[src/rtl/uart_ns_rx_ctrl.sv]
// uart_ns_rx_ctrl
// Receive-side controller for the UART peripheral: buffers bytes from the
// receiver in a circular FIFO, keeps sticky error status, runs an idle-line
// character timeout and drives one registered interrupt line.
module uart_ns_rx_ctrl #(
    parameter int UART_DATA_SIZE     = 8,
    parameter int FIFO_DEPTH         = 16,
    parameter int TIMEOUT_BITS       = 40,
    parameter int UART_BAUD_DIV_SIZE = 16
) (
    input  logic                            clk,
    input  logic                            rst,
    input  logic [UART_DATA_SIZE-1:0]       rx_data_i,
    input  logic                            rx_valid_i,
    input  logic                            rx_frame_err_i,
    input  logic [UART_BAUD_DIV_SIZE-1:0]   baud_div_i,
    input  logic                            rx_en_i,
    input  logic [$clog2(FIFO_DEPTH):0]     thresh_i,
    input  logic [3:0]                      irq_en_i,
    input  logic                            flush_i,
    input  logic                            clr_status_i,
    input  logic                            rd_pop_i,
    output logic [UART_DATA_SIZE-1:0]       rd_data_o,
    output logic                            rd_valid_o,
    output logic [$clog2(FIFO_DEPTH):0]     count_o,
    output logic                            full_o,
    output logic                            overrun_o,
    output logic                            frame_err_o,
    output logic                            timeout_o,
    output logic                            irq_o
);

    localparam int AW = $clog2(FIFO_DEPTH);
    localparam int CW = AW + 1;
    localparam int DW = UART_BAUD_DIV_SIZE;
    localparam int BW = $clog2(TIMEOUT_BITS + 1);

    localparam logic [CW-1:0] DEPTH_C   = CW'(FIFO_DEPTH);
    localparam logic [BW-1:0] TIMEOUT_C = BW'(TIMEOUT_BITS);

    // Edge detection state and the one-cycle-delayed events it produces
    logic                      validPrev_q;
    logic                      ferrPrev_q;
    logic                      pushPend_q;
    logic                      ferrPend_q;
    logic [UART_DATA_SIZE-1:0] dataHold_q;

    // FIFO storage and bookkeeping
    logic [UART_DATA_SIZE-1:0] mem_q [FIFO_DEPTH];
    logic [AW-1:0]             rdPtr_q;
    logic [AW-1:0]             wrPtr_q;
    logic [CW-1:0]             count_q;
    logic [CW-1:0]             count_d;

    // Status, timeout and interrupt state
    logic                      overrun_q;
    logic                      frameErr_q;
    logic                      timeout_q;
    logic                      irq_q;
    logic [DW-1:0]             clkCnt_q;
    logic [BW-1:0]             bitCnt_q;

    // Combinational helpers
    logic          isFull;
    logic          isEmpty;
    logic          popEff;
    logic          pushEff;
    logic          overrunSet;
    logic          timeoutSet;
    logic          timerClear;
    logic [DW-1:0] divEff;
    logic          irqNext;

    assign isFull     = (count_q == DEPTH_C);
    assign isEmpty    = (count_q == '0);
    assign popEff     = rd_pop_i & ~isEmpty;
    // A push into a full FIFO is still accepted when a pop frees the slot
    assign pushEff    = pushPend_q & (~isFull | popEff);
    assign overrunSet = pushPend_q & isFull & ~popEff & ~flush_i;
    assign timeoutSet = (bitCnt_q == TIMEOUT_C) & ~isEmpty & ~popEff & ~flush_i;
    assign timerClear = pushPend_q | popEff | flush_i | isEmpty;
    assign divEff     = (baud_div_i == '0) ? DW'(1) : baud_div_i;

    assign irqNext = (irq_en_i[0] & (thresh_i != '0) & (count_q >= thresh_i))
                   | (irq_en_i[1] & overrun_q)
                   | (irq_en_i[2] & frameErr_q)
                   | (irq_en_i[3] & timeout_q);

    // Next fill level: flush dominates, a simultaneous push and pop cancel out
    always_comb begin
        count_d = count_q;
        if (flush_i) begin
            count_d = '0;
        end else if (pushEff && !popEff) begin
            count_d = count_q + CW'(1);
        end else if (popEff && !pushEff) begin
            count_d = count_q - CW'(1);
        end
    end

    // Register the raw receiver strobes and turn rising edges into events one cycle later
    always_ff @(posedge clk or posedge rst) begin
        if (rst) begin
            validPrev_q <= 1'b0;
            ferrPrev_q  <= 1'b0;
            pushPend_q  <= 1'b0;
            ferrPend_q  <= 1'b0;
            dataHold_q  <= '0;
        end else begin
            validPrev_q <= rx_valid_i;
            ferrPrev_q  <= rx_frame_err_i;
            pushPend_q  <= rx_valid_i & ~validPrev_q & rx_en_i;
            ferrPend_q  <= rx_frame_err_i & ~ferrPrev_q & rx_en_i;
            dataHold_q  <= rx_data_i;
        end
    end

    // FIFO storage, pointers and fill level
    always_ff @(posedge clk or posedge rst) begin
        if (rst) begin
            for (int i = 0; i < FIFO_DEPTH; i++) begin
                mem_q[i] <= '0;
            end
            rdPtr_q <= '0;
            wrPtr_q <= '0;
            count_q <= '0;
        end else begin
            count_q <= count_d;
            if (flush_i) begin
                rdPtr_q <= '0;
                wrPtr_q <= '0;
            end else begin
                if (pushEff) begin
                    mem_q[wrPtr_q] <= dataHold_q;
                    wrPtr_q        <= wrPtr_q + AW'(1);
                end
                if (popEff) begin
                    rdPtr_q <= rdPtr_q + AW'(1);
                end
            end
        end
    end

    // Idle-line timer: a clock divider producing bit ticks and a saturating bit counter
    always_ff @(posedge clk or posedge rst) begin
        if (rst) begin
            clkCnt_q <= '0;
            bitCnt_q <= '0;
        end else if (timerClear) begin
            clkCnt_q <= '0;
            bitCnt_q <= '0;
        end else if (clkCnt_q >= divEff - DW'(1)) begin
            clkCnt_q <= '0;
            if (bitCnt_q != TIMEOUT_C) begin
                bitCnt_q <= bitCnt_q + BW'(1);
            end
        end else begin
            clkCnt_q <= clkCnt_q + DW'(1);
        end
    end

    // Sticky status flags; a set event in the same cycle as a clear keeps the flag high
    always_ff @(posedge clk or posedge rst) begin
        if (rst) begin
            overrun_q  <= 1'b0;
            frameErr_q <= 1'b0;
            timeout_q  <= 1'b0;
        end else begin
            if (overrunSet) begin
                overrun_q <= 1'b1;
            end else if (clr_status_i) begin
                overrun_q <= 1'b0;
            end

            if (ferrPend_q) begin
                frameErr_q <= 1'b1;
            end else if (clr_status_i) begin
                frameErr_q <= 1'b0;
            end

            if (timeoutSet) begin
                timeout_q <= 1'b1;
            end else if (clr_status_i || popEff || flush_i) begin
                timeout_q <= 1'b0;
            end
        end
    end

    // Interrupt is the registered OR of the enabled sources
    always_ff @(posedge clk or posedge rst) begin
        if (rst) begin
            irq_q <= 1'b0;
        end else begin
            irq_q <= irqNext;
        end
    end

    assign rd_data_o   = mem_q[rdPtr_q];
    assign rd_valid_o  = ~isEmpty;
    assign count_o     = count_q;
    assign full_o      = isFull;
    assign overrun_o   = overrun_q;
    assign frame_err_o = frameErr_q;
    assign timeout_o   = timeout_q;
    assign irq_o       = irq_q;

endmodule

[config.mk]
export PLATFORM = sky130hd
export DESIGN_NAME = uart_ns_rx_ctrl
export DESIGN_NICKNAME = d
export VERILOG_FILES = /design/src/rtl/uart_ns_rx_ctrl.sv
export SDC_FILE = /design/constraint.sdc
export NUM_CORES = 1
export LEC_CHECK = 0
export ABC_AREA = 1
export CORE_ASPECT_RATIO = 0.5
export CORE_MARGIN = 2
export CORE_UTILIZATION = 56
export CTS_BUF_LIST = sky130_fd_sc_hd__clkbuf_4 sky130_fd_sc_hd__clkbuf_8
export DETAILED_ROUTE_END_ITERATION = 10
export GPL_TIMING_DRIVEN = 0
export PLACE_DENSITY_LB_ADDON = 0.2
export SYNTH_ARGS = -nofsm -noshare
export SYNTH_HDL_FRONTEND = slang
export SYNTH_SLANG_ARGS = --single-unit
[constraint.sdc]
create_clock -name clk -period 8.36 [get_ports clk]
set_clock_uncertainty 0.15 [all_clocks]
set_input_delay 2.508 -clock clk [delete_from_list [all_inputs] [get_ports clk]]
set_output_delay 2.508 -clock clk [all_outputs]
set_load 0.005 [all_outputs]
# Yosys cells after proc, flatten, opt, wreduce, memory -nomap -nowiden
# Index checks and enable logic that the tools add are counted.
[word_totals]
regBits = 179
input_bits = 41
out_inout_bits = 19
wordCells = 121
[classes]
add_sub_neg = 7
order_cmp = 5
n_eq_ne = 3
muxes = 24
bitwise_logic = 32
reduce_logical = 20
[ops]
columns = ["operator", "n"]
rows = [
  ["$bwmux W128", 1],
  ["$mux W16", 3],
  ["$bmux W8 S4", 1],
  ["$demux W8 S4", 1],
  ["$mux W8", 3],
  ["$mux W6", 3],
  ["$and A1 B1 Y1", 17],
  ["$add A16 B1 Y16 const B", 1],
  ["$ge A16 B16 Y1", 1],
  ["$logic_not A16 Y1", 1],
  ["$mux W4", 4],
  ["$sub A16 B1 Y16 const B", 1],
  ["$mux W5", 3],
  ["$reduce_bool A2 Y1", 7],
  ["$ge A5 B5 Y1 const B", 2],
  ["$not A4 Y5", 2],
  ["$add A4 B1 Y4 const B", 2],
  ["$or A1 B1 Y1", 7],
  ["$add A6 B1 Y6 const B", 1],
  ["$eq A6 B6 Y1 const B", 1],
  ["$ne A6 B6 Y1 const B", 1],
  ["$not A1 Y1", 6],
  ["$add A5 B1 Y5 const B", 1],
  ["$eq A5 B5 Y1 const B", 1],
  ["other kinds (11)", 20],
]

# Logic depth before layout (Yosys ltp)
[depth]
word_depth = 10
mapped_depth = 24
ltp_nobuf = 23

# Worst setup path after synthesis
# Ideal clock, no wire load.
[synth_timing]
path_kind = "input to register"
startpoint = "in baud_div_i[12]"
endpoint = "reg bitCnt_q[3]"
setup_time_ns = 0.117
arrival_time_ns = 4.914
required_time_ns = 8.093
setup_slack_ns = 3.179
cell_stages = 24
n_path_buf = 1
path_cell_list = "inv_1 nand2_1 nor3_1 nand3_1 nand2_1 inv_1 ha_1 nand3_1 nor2_1 nand3_1 nor2_1 xor2_1 inv_1 ha_1 nand2_1 inv_1 nand3_1 nor2_1 nand2_1 nand4_1 buf_2 nand2_1 nand2_1 nand2_1"
[synth_via]
elab_chain_len = 6
[synth_rtl]
columns = ["item", "line", "source"]
rows = [
  ["start: declaration", "16", "input logic [UART_BAUD_DIV_SIZE-1:0] baud_div_i,"],
  ["$logic_not A16 Y1", "82", "assign divEff = (baud_div_i == '0) ? DW'(1) : baud_div_i;"],
  ["$mux W16 *", "82", ""],
  ["$sub A16 B1 Y16 *", "152", "end else if (clkCnt_q >= divEff - DW'(1)) begin"],
  ["$ge A16 B16 Y1 *", "152", ""],
  ["$reduce_bool A2 Y1 (no source line) *", "n/a", ""],
  ["$reduce_and A2 Y1 (no source line) *", "n/a", ""],
  ["end signal: assignment", "155", "bitCnt_q <= bitCnt_q + BW'(1);"],
  ["end: declaration", "61", "logic [BW-1:0] bitCnt_q;"],
]
# Mark *: on every way between the ends. The rest lies on a longest branch, timed or not.
# A chain may end at the register's enable or synchronous reset.

# Final worst setup path
[layout_timing]
startpoint = "in baud_div_i[4]"
endpoint = "reg bitCnt_q[4]"
# Same word-level chain as after synthesis.

==> metrics.cfg <==
[timing]
setup_viol=0
drv_slew=0
rsz0062_at_grt=false
max_slew_margin_pct=47.4
min_period_ns=5.90
max_freq_mhz=170
setup_ws_ns=2.46
hold_viol=0
fin_crit_sh_pct=70.5
holdWs_ns=0.253
worstMarginPinSlew_ns=0.790
finalSetupTns_ns=0

[final_layout]
fin_nets=1223
finalInstanceArea_um2=10400
fin_cells=1382
layout-drive-gt1-share_pct=5.60
area_delta_synth_final_pct=14.3
diodes=0

[worst_setup_path]
critPathCaptureType=flip-flop
arrival_ns=6.11
crit_family=simple AND/OR/NAND/NOR gates
cpMostUsedCell=nand2_1
worst-path-buf-inv=5
slowest_delay_ns=0.58
required_ns=8.57
slowest_stage=clkdlybuf4s50_1
start_kind=input port
path_class=input port to flip-flop
crit_fanout=10

[cts]
tritoncts=built
clk_latency_ns=0.48
post_cts_buffers=0
ctsResizeCount=0
cts.sinks=179
cts_root_buf=clkbuf_8
path_clk_slew_ns=0.09
clk_path_buf_depth=2
numCtsBuffers=17
htree_levels=4
cts_hold_buf=0

[synth]
ys_top_cells_by_area=dfrtp_1, o21ai_0, nand2_1, nor2_1, ha_1
yosysSeqAreaShare_pct=49.3
synth_top_area_share_pct=49.3
synthesis.instances=1069
async_flop_share_pct=100
ys_ff_latch=179
avgSynthCellArea_um2=8.51
synth_common_cells=nand2_1, o21ai_0, dfrtp_1
yosys_warnings=0
synth_area_leader_cell=dfrtp_1
synth_ff_type=dfrtp_1
synth_most_common_cell=nand2_1
synth_edf_count=0
yosysUniqueCellTypes=34
syn-num-nets=1144
synth.cell_area_um2=9090

[route]
drc=0
vias=8142
drt-wirelength-per-cell_um=17.9
via_per_inst=5.89
drt-initial-drc-count=766
wl_um=24800
drt_first_pass_iters=6
ant_nets=0

[place]
preCtsSetupSlack_ns=1.98
placed_area_um2=10000
hpwl_um=17400
port_buffers=59
dp_cells=1350
gp_congestion=0.951

[global_routing]
grt_use_total_pct=30.8
overflow=0
grt_pass1_wl_um=40700
grt_start_max_net_pins=112
first_global_vias=7932
antenna_found_initial=1

[status]
status=completed

[pwr]
p_per_area_nw_per_um2=204
vdd_drop_max_mv=0.0896
power.leakage_uw=0.00474

[floorplan]
boundaryPins=60
coreArea_um2=15700
fp.dieH_um=94.1
dieWidth_um=184
start_util_pct=58.1
dieArea_um2=17300
rows=32

[run]
maxCapViolations=0

[worst_hold_path]
hold_class=flip-flop to flip-flop

## routing by layer
metal / track usage, % / share of wire, % / vias up
met2: 49.2 / 45 / 395
li1: - / - / 3762
met4: 11.7 / 3.4 / 0
met1: 41.1 / 43 / 3914
met3: 7.36 / 8.8 / 71
met5: 0 / 0 / -
## power by group
| group | switching [uW] | total (uW) | internal [uW] |
|---|---|---|---|
| clock network | 346 | 608 | 262 |
| logic | 338 | 560 | 221 |
| registers | 41.4 | 949 | 908 |
| total | 726 | 2120 | 1390 |
## state kept, by name (all words and copies together), names as in the netlist
name	count
mem_q	128
bitCnt_q	6
wrPtr_q	4
timeout_o	1
dataHold_q	8
validPrev_q	1
clkCnt_q	16
count_o	5
ferrPend_q	1
ferrPrev_q	1
rdPtr_q	4
overrun_o	1
irq_o	1
frame_err_o	1
pushPend_q	1
## logic make-up (layout without fill, tap and decap cells)
logic type	count (synthesis)	after routing	share of synthesized area, %
AO/OA/AOI/OAI	268	268	16.3
flip-flops	179	179	49.3
AND/OR/NAND/NOR	428	428	20.7
XOR/XNOR	26	26	2.50
buffers and inverters	134	226	6.47
adder cells (fa/ha/maj)	34	34	4.76
## layout by cell type (no fill, tap or decap), types with 13 or more instances in the layout
cell	instances
a21oi_1	14
o21ai_0	195
clkbuf_8	19
inv_1	77
dfrtp_1	179
ha_1	33
xor2_1	17
nor2_1	117
clkbuf_1	32
nand4_1	23
nand3_1	40
o221ai_1	26
nand2_1	223
clkdlybuf4s50_1	59
nor3_1	13
o21ai_1	13
## through the flow
step / power [uW] / util, %
2_1_floorplan: 1280 / -
5_1_grt: 2220 / 66.4
4_1_cts: 2110 / 66.4
3_3_place_gp: 1490 / 63.6
6_report: 2120 / 66.4
3_5_place_dp: 1510 / 63.9
## path summary, 6_finish.rpt
| check | start | end | slack, ns | cells past startpoint |
|---|---|---|---|---|
| worst min register to register | ferrPrev_q | ferrPend_q | 0.25 | 1 |
| max in group asynchronous | rst | mem_q[109] | 4.79 | 3 |
| worst min-delay path | ferrPrev_q | ferrPend_q | 0.25 | 1 |
| min in group asynchronous | rst | clkCnt_q[0] | 2.34 | 2 |
| worst max register to register | count_o[1] | count_o[4] | 5.66 | 10 |
| worst max-delay path | baud_div_i[4] | bitCnt_q[4] | 2.46 | 25 |
## area by class of cell
type | count | area (um^2)
clock inverter | 13 | 139
multi-input combinational | 756 | 4030
clock buffer | 19 | 262
fill | 1292 | 5260
inverter | 81 | 312
sequential | 179 | 4480
tap | 221 | 277
buffer | 53 | 284
timing repair buffer | 60 | 618
## worst reg2reg max path, stage by stage (launching register included)
cell	delay [ns]
dfrtp_1	0.47
nor2_1	0.16
nand4_1	0.18
nand2_1	0.18
nand3_1	0.24
ha_1	0.43
nand2_1	0.07
o21ai_0	0.27
xor2_1	0.22
xnor2_1	0.13
o21ai_0	0.08
(Power assumes the default switching activity.)
